`src/rtl/thread_reg_file_pkg.sv`:
```
// thread_reg_file_pkg: shared encodings and register indices for the per-thread register file.
// Configuration macro: THREAD_REG_FILE_ZERO_REG_EN (when defined, R0 reads as zero and ignores writes).
package thread_reg_file_pkg;
  typedef enum logic [2:0] {
    IDLE    = 3'b000,
    FETCH   = 3'b001,
    DECODE  = 3'b010,
    REQUEST = 3'b011,
    WAIT    = 3'b100,
    EXECUTE = 3'b101,
    UPDATE  = 3'b110,
    DONE    = 3'b111
  } core_state_e;
  typedef enum logic [1:0] {
    MUX_ALU      = 2'b00,
    MUX_MEMORY   = 2'b01,
    MUX_CONSTANT = 2'b10,
    MUX_RESERVED = 2'b11
  } reg_mux_e;
  localparam logic [3:0] BLOCK_ID_REG  = 4'd13;
  localparam logic [3:0] BLOCK_DIM_REG = 4'd14;
  localparam logic [3:0] THREAD_ID_REG = 4'd15;
  localparam logic [3:0] LAST_GP_REG   = 4'd12;
  localparam int         NUM_GP_REGS   = 13;
`ifdef THREAD_REG_FILE_ZERO_REG_EN
  localparam bit ZERO_REG_EN = 1'b1;
`else
  localparam bit ZERO_REG_EN = 1'b0;
`endif
endpackage

```
`src/rtl/reg_wb_mux.sv`:
```
// reg_wb_mux: write-back source select and write qualification for the thread register file.
// Ports: update (enabled UPDATE-state write request), sel (source select), rd (destination),
//        alu_out/lsu_out/immediate (candidate sources), wr_en/wr_data (qualified write).
// Configuration macro: THREAD_REG_FILE_ZERO_REG_EN (via package ZERO_REG_EN) blocks writes to R0.
module reg_wb_mux
  import thread_reg_file_pkg::*;
#(
  parameter int DATA_BITS = 8
) (
  input  logic                 update,
  input  logic [1:0]           sel,
  input  logic [3:0]           rd,
  input  logic [DATA_BITS-1:0] alu_out,
  input  logic [DATA_BITS-1:0] lsu_out,
  input  logic [DATA_BITS-1:0] immediate,
  output logic                 wr_en,
  output logic [DATA_BITS-1:0] wr_data
);
  always_comb begin
    wr_data = sel == MUX_ALU ? alu_out : sel == MUX_MEMORY ? lsu_out : immediate;
    // reserved select and the read-only R13-R15 silently drop the write
    wr_en = update && sel != MUX_RESERVED && rd <= LAST_GP_REG && !(ZERO_REG_EN && rd == 4'd0);
  end
endmodule

```
`src/rtl/thread_reg_file.sv`:
```
// thread_reg_file: per-thread 16-entry register file supplying rs/rt operands and absorbing write-back.
// Ports: clk, reset (async, active-high), enable (thread active), block_id (mirrored into R13),
//        core_state, decoded_* (instruction fields), alu_out/lsu_out (write-back sources),
//        rs/rt (registered operands, updated only in REQUEST).
// Configuration macro: THREAD_REG_FILE_ZERO_REG_EN (R0 hardwired to zero).
module thread_reg_file
  import thread_reg_file_pkg::*;
#(
  parameter int THREADS_PER_BLOCK = 4,
  parameter int THREAD_ID         = 0,
  parameter int DATA_BITS         = 8
) (
  input  logic                 clk,
  input  logic                 reset,
  input  logic                 enable,
  input  logic [7:0]           block_id,
  input  logic [2:0]           core_state,
  input  logic [3:0]           decoded_rd_address,
  input  logic [3:0]           decoded_rs_address,
  input  logic [3:0]           decoded_rt_address,
  input  logic                 decoded_reg_write_enable,
  input  logic [1:0]           decoded_reg_input_mux,
  input  logic [DATA_BITS-1:0] decoded_immediate,
  input  logic [DATA_BITS-1:0] alu_out,
  input  logic [DATA_BITS-1:0] lsu_out,
  output logic [DATA_BITS-1:0] rs,
  output logic [DATA_BITS-1:0] rt
);
  logic [DATA_BITS-1:0] gp [NUM_GP_REGS];
  logic [DATA_BITS-1:0] r13;
  logic [DATA_BITS-1:0] rs_val, rt_val, wr_data;
  logic                 wr_en;
  reg_wb_mux #(.DATA_BITS(DATA_BITS)) u_wb (
    .update    (enable && core_state == UPDATE && decoded_reg_write_enable),
    .sel       (decoded_reg_input_mux),
    .rd        (decoded_rd_address),
    .alu_out   (alu_out),
    .lsu_out   (lsu_out),
    .immediate (decoded_immediate),
    .wr_en     (wr_en),
    .wr_data   (wr_data)
  );
  // R14/R15 are constants, so they are decoded here instead of being stored
  always_comb begin
    rs_val = decoded_rs_address == BLOCK_ID_REG  ? r13 :
             decoded_rs_address == BLOCK_DIM_REG ? DATA_BITS'(THREADS_PER_BLOCK) :
             decoded_rs_address == THREAD_ID_REG ? DATA_BITS'(THREAD_ID) :
             (ZERO_REG_EN && decoded_rs_address == 4'd0) ? '0 : gp[decoded_rs_address];
    rt_val = decoded_rt_address == BLOCK_ID_REG  ? r13 :
             decoded_rt_address == BLOCK_DIM_REG ? DATA_BITS'(THREADS_PER_BLOCK) :
             decoded_rt_address == THREAD_ID_REG ? DATA_BITS'(THREAD_ID) :
             (ZERO_REG_EN && decoded_rt_address == 4'd0) ? '0 : gp[decoded_rt_address];
  end
  always_ff @(posedge clk or posedge reset) begin
    if (reset) begin
      for (int i = 0; i < NUM_GP_REGS; i++) gp[i] <= '0;
      r13 <= '0;
      rs  <= '0;
      rt  <= '0;
    end else if (enable) begin
      r13 <= DATA_BITS'(block_id);
      if (core_state == REQUEST) begin
        rs <= rs_val;
        rt <= rt_val;
      end
      if (wr_en) gp[decoded_rd_address] <= wr_data;
    end
  end
endmodule

```
`config.mk`:
```
export PLATFORM = sky130hd
export DESIGN_NAME = thread_reg_file
export DESIGN_NICKNAME = d
export VERILOG_FILES = /design/src/rtl/thread_reg_file_pkg.sv /design/src/rtl/reg_wb_mux.sv /design/src/rtl/thread_reg_file.sv
export SDC_FILE = /design/constraint.sdc
export NUM_CORES = 1
export LEC_CHECK = 0
export BUFFER_PORTS_ARGS = -buffer_cell sky130_fd_sc_hd__buf_4
export CAP_MARGIN = 30
export CORE_MARGIN = 1
export CORE_UTILIZATION = 35
export DETAILED_ROUTE_END_ITERATION = 10
export PLACE_DENSITY_LB_ADDON = 0.25
export SLEW_MARGIN = 20
export SYNTH_ARGS = -nofsm -noshare
export SYNTH_HDL_FRONTEND = slang
export SYNTH_SLANG_ARGS = --single-unit
```
`constraint.sdc`:
```
create_clock -name clk -period 10.47 [get_ports clk]
set_clock_uncertainty 0.05 [all_clocks]
set_input_delay 0.5235 -clock clk [delete_from_list [all_inputs] [get_ports clk]]
set_output_delay 0.5235 -clock clk [all_outputs]
set_load 0.01 [all_outputs]
```
==> metrics.yaml <==
drt:
  drt_iter0_markers: 342
  ant_nets: 0
  wl_mm: 19.0
  vias: 5287
  drc: 0
  viasPerCell: 5.66
  firstDrtPassIters: 7
  wl_per_cell_um: 20.3
synthesis:
  yosysWarnings: 0
  synthTopCellsByArea: "dfrtp_1, mux4_2, o21ai_0, nand2_1, mux2i_1"
  seq_area_frac_synth: 0.477
  ys.flop_type: "dfrtp_1"
  syn_inst: 645
  yosysMostFrequentCell: "dfrtp_1"
  yosys-top-cells-count: "dfrtp_1, nand2_1, o21ai_0, mux2i_1"
  yosysTopAreaCellShare: 0.477
  synth_nets: 698
  synth_edf_count: 0
  synthArstFlopShare: 1.00
  yosysTopAreaCell: "dfrtp_1"
  synth.cell_area_um2: 6720
  yosysUniqueCellTypes: 47
  syn_avg_cell_area_um2: 10.4
  ys_ff_latch: 128
timing:
  worstMarginPinSlew_ns: 0.929
  hold_violations: 0
  finalCritPeriodShare: 0.216
  slew_viol_final: 0
  rsz0062_at_grt: "false"
  fin_crit_ns: 2.26
  fin_setup_tns_ns: 0
  finalSetupViolCount: 0
  max-slew-margin-rel: 0.379
  fmax_mhz: 442
layout:
  diodes: 0
  drive_gt1_frac: 0.217
  final_util: 0.421
  syn_to_final_growth_pct: 17.7
  fillers: 1807
  fin_nets: 740
worst_setup_path:
  max_stage_delay_ns: 0.80
  critPathArrivalTime_ns: 2.47
  crit_chain: "buf_4 > and4b_1 > nand4_1 > nand2_1 > o21ai_0"
  path_buf_inv: 1
  end_kind: "flip-flop"
  cp.required_ns: 10.68
  crit_path_start_kind: "input pin"
  cp_slowest_cell: "nand4_1"
  path_delay_family: "simple AND/OR/NAND/NOR gates"
  critPathKind: "input pin to flip-flop"
  crit_fanout: 16
cts:
  cts.path.max_buffers: 2
  cts_root_buffer: "clkbuf_16"
  cts_made_buffers: 17
  htreeDepth: 4
  postCtsHoldBufs: 0
  post-cts-setup-buffer-count: 0
  clk_pin_slew_ns: 0.06
  cts_sinks: 128
  clock_latency_ns: 0.42
  cts_resized: 0
  cts_tree: "done"
global_route:
  grt_pass1_wl_mm: 30.3
  first_global_vias: 5331
  grt_max_degree: 73
  antenna_found_initial: 0
  overflow: 0
  grt.total_usage: 0.205
floorplanning:
  ioPinCount: 69
  dieArea_um2: 19800
  row_count: 50
  coreArea_um2: 18800
  die_w_um: 141
  start_util: 0.358
  die_h_um: 141
placed_design:
  dp_hpwl_mm: 12.9
  place_congestion: 0.839
  io_buffer_count: 68
outcome:
  status: "completed"
power_and_ir_drop:
  vdd_drop_max_mv: 0.0982
  p_leak_nw: 3.41
  power_density_nw_per_um2: 162
flow_run:
  max-cap-violations: 0
worst_hold_path:
  hold_path.class: "input pin to async pin"
[worst register-to-register path, stage by stage (launching register included)]
cell	delay, ns
dfrtp_1	0.39
mux4_2	0.48
nor2b_1	0.14
a2111oi_0	0.42
a211oi_1	0.08
[final cells by class]
class	instances	area [um2]	area share
Clock inverter	5	50.0	0.00633
Tap cell	234	293	0.0370
Multi-Input combinational cell	458	3230	0.408
Sequential cell	128	3200	0.405
Inverter	6	25.0	0.00317
Clock buffer	27	523	0.0662
Timing Repair Buffer	76	586	0.0741
[state kept, by name (all words and copies together), names as in the netlist]
register / cells
gp: 104
r13: 8
rs: 8
rt: 8
[power breakdown]
group / internal, mW / switching, mW / total (mW)
logic: 0.0726 / 0.0892 / 0.162
clock network: 0.363 / 0.208 / 0.571
registers: 0.524 / 0.0215 / 0.546
total: 0.960 / 0.319 / 1.28
[worst paths after layout]
path	startpoint	cells after the start	slack (ns)	to
worst max-delay path	enable	5	8.21	gp[38]$_DFFE_PP0P_
worst min-delay path	reset	2	0.17	rt[7]$_DFFE_PP0P_
worst max register to register	gp[74]$_DFFE_PP0P_	4	8.78	rs[2]$_DFFE_PP0P_
worst min register to register	gp[17]$_DFFE_PP0P_	2	0.45	gp[17]$_DFFE_PP0P_
max in group asynchronous	reset	4	9.16	gp[56]$_DFFE_PP0P_
min in group clk	block_id[7]	3	0.28	r13[7]$_DFFE_PP0P_
[cells by family after synthesis]
logic type,synth area share
and+or+nand+nor,0.126
AOI/OAI and AO/OA,0.171
DFF,0.477
muxes,0.182
buffers and inverters,0.0438
[metrics by stage]
step                setup slack, ns  cell area [um2]  cells  total power, mW  hold slack, ns
finish                         8.21             7910    934             1.28           0.166
global route                   8.07             7910    934             1.33           0.226
CTS                            8.20             7870    931             1.28           0.200
detailed placement             7.81             7290    899            0.714           0.440
global placement               7.84             7280    897            0.709           0.426
floorplan                      6.48             6720    645            0.647           0.411
[cells in the final DEF, fill, tap and decap left out, types with 2 or more instances in the layout]
| master | Yosys | final |
|---|---|---|
| nor3_1 | 9 | 9 |
| and2_1 | 3 | 3 |
| clkinv_2 | 0 | 4 |
| o311ai_0 | 2 | 2 |
| a221o_1 | 2 | 2 |
| dfrtp_1 | 128 | 128 |
| mux2_2 | 11 | 11 |
| a22o_1 | 4 | 4 |
| clkbuf_8 | 0 | 6 |
| o211ai_1 | 4 | 4 |
| nand3b_1 | 5 | 5 |
| mux2i_1 | 38 | 38 |
| a211oi_1 | 5 | 5 |
| buf_2 | 10 | 2 |
| o31ai_1 | 8 | 8 |
| nand2b_1 | 6 | 6 |
| or2_2 | 2 | 2 |
| a22oi_1 | 10 | 10 |
| clkbuf_16 | 0 | 17 |
| nor3b_1 | 3 | 3 |
| nor2_1 | 19 | 19 |
| nand2_1 | 114 | 114 |
| o22ai_1 | 8 | 8 |
| nand4b_1 | 2 | 2 |
| inv_1 | 5 | 4 |
| a221oi_1 | 6 | 6 |
| o21ai_0 | 112 | 112 |
| a21oi_1 | 11 | 10 |
| a311oi_1 | 2 | 2 |
| clkbuf_1 | 32 | 4 |
| a32o_1 | 2 | 2 |
| nand4_1 | 13 | 13 |
| nor2b_1 | 7 | 7 |
| a21boi_0 | 4 | 4 |
| and4b_1 | 2 | 2 |
| buf_4 | 3 | 73 |
| o41ai_1 | 4 | 4 |
| mux4_2 | 32 | 32 |
[routing by layer]
metal  track usage  vias up  wire length (um)
met3        0.0359       23               929
met5             0        -                 0
met1         0.271     2620              8420
li1              -     2474                 -
met4        0.0675        0               324
met2         0.340      170              9300
Power figures use the tool's default switching activity.
